<file path="config.mk">
export PLATFORM = sky130hd
export DESIGN_NAME = serial_paralelo_sync
export DESIGN_NICKNAME = d
export VERILOG_FILES = /design/src/rtl/serial_paralelo_sync.sv
export SDC_FILE = /design/constraint.sdc
export NUM_CORES = 1
export LEC_CHECK = 0
export ABC_AREA = 1
export CORE_MARGIN = 2
export CORE_UTILIZATION = 54
export DETAILED_ROUTE_END_ITERATION = 10
export PLACE_DENSITY_LB_ADDON = 0.3
export SLEW_MARGIN = 5
export SYNTH_ARGS = -nofsm -noshare
export SYNTH_HDL_FRONTEND = slang
export SYNTH_SLANG_ARGS = --single-unit
</file>
<file path="constraint.sdc">
create_clock -name clk_32f -period 1.53 [get_ports clk_32f]
set_input_delay 0.3825 -clock clk_32f [delete_from_list [all_inputs] [get_ports clk_32f]]
set_output_delay 0.3825 -clock clk_32f [all_outputs]
set_load 0.01 [all_outputs]
</file>
<file path="src/rtl/serial_paralelo_sync.sv">
// serial_paralelo_sync -- receive-side deserializer with K28.5/COM symbol lock.
//
// Samples data_in MSB-first on every clk_32f edge. It searches for COM_CHAR at
// any bit offset and locks after BC_LOCK_COUNT aligned COMs. Once locked, it
// presents one registered byte per 8 clocks. valid_out is low for COM (idle)
// bytes.
//
// Optional build macro: SP_MISALIGN_CNT_EN
//   When defined, adds the misalign_cnt output. This saturating counter
//   records COMs seen at a misaligned offset while locked.
module serial_paralelo_sync #(
    parameter logic [7:0]  COM_CHAR      = 8'hBC,
    parameter int unsigned BC_LOCK_COUNT = 4      // legal 1..15
) (
    input  logic       clk_32f,
    input  logic       reset_L,
    input  logic       data_in,
    output logic [7:0] data_out,
    output logic       valid_out,
    output logic       active
`ifdef SP_MISALIGN_CNT_EN
    ,
    output logic [7:0] misalign_cnt
`endif
);

    localparam logic [3:0] LOCK_N = 4'(BC_LOCK_COUNT);

    typedef enum logic [1:0] {
        S_HUNT  = 2'd0,
        S_ALIGN = 2'd1,
        S_LOCK  = 2'd2
    } state_e;

    state_e     state_q,    state_d;
    logic [7:0] sr_q,       sr_d;
    logic [2:0] bit_cnt_q,  bit_cnt_d;
    logic [3:0] bc_cnt_q,   bc_cnt_d;
    logic [7:0] data_q,     data_d;
    logic       valid_q,    valid_d;
    logic       active_q,   active_d;
`ifdef SP_MISALIGN_CNT_EN
    logic [7:0] mis_q,      mis_d;
`endif

    // Candidate byte including the bit being sampled on this edge
    logic [7:0] nxt;
    logic       is_com;
    logic       byte_done;
    logic [3:0] bc_inc;

    // Byte window and boundary decode
    always_comb begin
        nxt       = {sr_q[6:0], data_in};
        is_com    = (nxt == COM_CHAR);
        byte_done = (bit_cnt_q == 3'd7);
        bc_inc    = bc_cnt_q + 4'd1;
    end

    // Next-state: hunt for COM, confirm alignment, then deliver bytes
    always_comb begin
        state_d   = state_q;
        sr_d      = nxt;
        bit_cnt_d = bit_cnt_q + 3'd1;  // free-running, 7 wraps to 0
        bc_cnt_d  = bc_cnt_q;
        data_d    = data_q;
        valid_d   = valid_q;
        active_d  = active_q;
`ifdef SP_MISALIGN_CNT_EN
        mis_d     = mis_q;
`endif

        unique case (state_q)
            S_HUNT: begin
                valid_d = 1'b0;
                // Any offset: a COM resets the byte boundary to this edge
                if (is_com) begin
                    bit_cnt_d = 3'd0;
                    bc_cnt_d  = 4'd1;
                    if (LOCK_N == 4'd1) begin
                        state_d  = S_LOCK;
                        active_d = 1'b1;
                        data_d   = COM_CHAR;
                        valid_d  = 1'b0;
                    end else begin
                        state_d  = S_ALIGN;
                    end
                end
            end

            S_ALIGN: begin
                valid_d = 1'b0;
                // Only byte boundaries count; a non-COM there restarts the hunt.
                // The hunt check is not applied on this edge.
                if (byte_done) begin
                    if (is_com) begin
                        bc_cnt_d = bc_inc;
                        if (bc_inc >= LOCK_N) begin
                            bc_cnt_d = LOCK_N;
                            state_d  = S_LOCK;
                            active_d = 1'b1;
                            data_d   = COM_CHAR;
                            valid_d  = 1'b0;
                        end
                    end else begin
                        state_d  = S_HUNT;
                        bc_cnt_d = 4'd0;
                    end
                end
            end

            S_LOCK: begin
                // Sticky: only reset leaves this state
                if (byte_done) begin
                    data_d  = nxt;
                    valid_d = ~is_com;
                end
`ifdef SP_MISALIGN_CNT_EN
                else if (is_com && (mis_q != 8'hFF)) begin
                    mis_d = mis_q + 8'd1;
                end
`endif
            end

            default: begin
                state_d  = S_HUNT;
                bc_cnt_d = 4'd0;
                valid_d  = 1'b0;
                active_d = 1'b0;
            end
        endcase
    end

    // State and output registers; everything clears asynchronously on reset
    always_ff @(posedge clk_32f or negedge reset_L) begin
        if (!reset_L) begin
            state_q   <= S_HUNT;
            sr_q      <= 8'h00;
            bit_cnt_q <= 3'd0;
            bc_cnt_q  <= 4'd0;
            data_q    <= 8'h00;
            valid_q   <= 1'b0;
            active_q  <= 1'b0;
`ifdef SP_MISALIGN_CNT_EN
            mis_q     <= 8'h00;
`endif
        end else begin
            state_q   <= state_d;
            sr_q      <= sr_d;
            bit_cnt_q <= bit_cnt_d;
            bc_cnt_q  <= bc_cnt_d;
            data_q    <= data_d;
            valid_q   <= valid_d;
            active_q  <= active_d;
`ifdef SP_MISALIGN_CNT_EN
            mis_q     <= mis_d;
`endif
        end
    end

    assign data_out  = data_q;
    assign valid_out = valid_q;
    assign active    = active_q;
`ifdef SP_MISALIGN_CNT_EN
    assign misalign_cnt = mis_q;
`endif

endmodule

</file>
==> out/results.ini <==
[floorplanning]
ios = 13
start_util_pct = 56.0
core_mm2 = 0.00215
dieHeight_um = 51.2
row_count = 17
die_w_um = 51.2
dieArea_mm2 = 0.00262

[global_routing]
overflow = 0
grt_pass1_wl_um = 3860
grt_max_degree = 27
grt.total_usage_pct = 20.1
antenna_found_initial = 0
grt_pass1_vias = 918

[sta]
final_max_slew_viol_count = 0
fmax_mhz = 689
finClkSkew_ps = 7.17
tightest_slew_ps = 315
period_needed_ps = 1450
report.final.hold_viol_count = 0
period_share_pct = 94.9
final-setup-viol-count = 0
timing.setup.tns_ps = 0
slew-limit-headroom_pct = 79.0

[drt]
route.detailed.drc = 0
drt-initial-drc-count = 17
dr.pass1.iters = 4
wl_per_cell_um = 11.7
vias_per_cell = 4.87
wl_um = 2220
postRouteAntennaNets = 0
routed-via-count = 921

[worst_setup_path]
criticalPathCategory = flop to flop
cp_max_fo = 5
cp.arrival_ps = 1670
cp-end-kind = flop
r2r_start = bit_cnt_q[0]
crit_path_start = bit_cnt_q[0]
cp-start-kind = flop
required_ps = 1750

[place]
gp_congestion = 0.780
dp_hpwl_um = 1640
io_buffers = 12
place_area_mm2 = 0.00141

[yosys]
synth_top_family_by_area = simple AND/OR/NAND/NOR gates
synth_compound_gate_area_share_pct = 3.22
synthXorXnorAreaFrac_pct = 0
ys_warn_count = 0
synth_adder_area_share_pct = 3.12
yosysUniqueCellTypes = 18
ys_seq_elements = 26
syn_area_per_cell_um2 = 9.12
muxShareOfSynthArea_pct = 0
synth_fp_nets = 138
synth_area_mm2 = 0.00120
syn_inst = 132
synth_seq_area_share_pct = 54.1
synthSimpleGateAreaFrac_pct = 32.4

[finish]
utilization_pct = 70.9
design_area_mm2 = 0.00152
diodes = 0
syn_to_final_growth_pct = 26.6
nFillCells = 175
final_layout_size_suffix_gt1_share_pct = 31.1
regArea_um2 = 651
fin_nets = 168
multi_input_area_um2 = 498
layout_commonest_cell = nand2_1
final_cell_mix = nand2_1 (34), dfrtp_1 (26), inv_1 (17), buf_4 (14)

[clock_tree]
clkLatencyLatePin_ps = 320
cts_hold_buf = 0
cts_root_buffer = clkbuf_4
cts_made_buffers = 3
h-tree-depth = 1
ctsLongestPathBuffers = 2
clkSinkCount = 26
cts_tree = yes
clk_transition_reported_paths_ps = 140

[run]
maxCapViolCount = 0

[power_and_ir_drop]
leakagePower_nw = 0.781
peakVddDrop_mv = 0.807
cellPowerDensity_mw_per_mm2 = 826
p_total_mw = 1.26

[outcome]
status = finished clean

[worst_hold_path]
hold_path.class = input pin to async pin

[cells by family after synthesis]
group,count (synthesis)
buffers and inverters,21
adder cells (fa/ha/maj),3
flip-flops,26
AND/OR/NAND/NOR,75
AO/OA/AOI/OAI,7
[worst max-delay path, stage by stage (launching register included)]
cell,delay (ps)
dfrtp_1,410
ha_2,190
ha_4,170
o21ai_2,140
nand2_2,80
buf_4,160
nand2_2,60
inv_1,40
nand2_1,60
nand2_1,50
[cell type report]
type | instances | area share, %
Tap cell | 28 | 2.30
Timing Repair Buffer | 26 | 14.0
Clock buffer | 3 | 1.48
Inverter | 20 | 4.93
Multi-Input combinational cell | 85 | 32.7
Clock inverter | 1 | 1.97
Sequential cell | 26 | 42.7
[cells in the mapped netlist (all sizes together)]
cell type	n	share of area [%]
nand2	39	13
dfrtp	26	54
inv	20	6.2
nand3	19	12
nor2	10	4.6
o21ai	7	3.2
or2	6	3.1
ha	3	3.1
buf	1	0.94
nand4	1	0.52
[registers in the layout, indices dropped and copies added, names as in the netlist]
signal and flops:
data_out 8, sr_q 7, bc_cnt_q 4, bit_cnt_q 3
state_q 2, active 1, valid_out 1
[per-stage QoR]
stage	hold WS (ps)	std cells	worst slack (ps)
6_report	403	189	78.4
5_1_grt	430	189	-10.7
4_1_cts	406	188	35.2
3_5_place_dp	385	179	-280
3_3_place_gp	384	179	-189
2_1_floorplan	86.9	132	139
[per-layer routing]
| metal | part of all wire (%) | up-vias | track usage, % |
|---|---|---|---|
| li1 | - | 468 | - |
| met1 | 44 | 439 | 25.6 |
| met2 | 53 | 10 | 35.5 |
| met3 | 2.2 | 4 | 2.63 |
| met4 | 1.4 | 0 | 6.58 |
| met5 | 0 | - | 0 |
[final timing paths]
path / endpoint / slack [ps] / cells past startpoint
worst min-delay path: data_out[3] / 400 / 2
max in group asynchronous: state_q[1] / 890 / 2
worst max-delay path: bc_cnt_q[0] / 80 / 9
worst min register to register: sr_q[6] / 420 / 0
min in group clk_32f: sr_q[6] / 420 / 0
worst max register to register: bc_cnt_q[0] / 80 / 9
[report_power, final]
| part | switching, mW | total (mW) | internal (mW) |
|---|---|---|---|
| clock | 0.198 | 0.463 | 0.265 |
| combinational | 0.0377 | 0.0757 | 0.0380 |
| sequential | 0.0127 | 0.720 | 0.707 |
| total | 0.248 | 1.26 | 1.01 |
[timing repair]
action                                  CTS  global route
cloned                                    0             0
pin swaps                                 0             2
endpoints found under the setup margin   11            11
buffers inserted                          5             1
gates resized for setup                  12             6
Power figures use the tool's default switching activity.
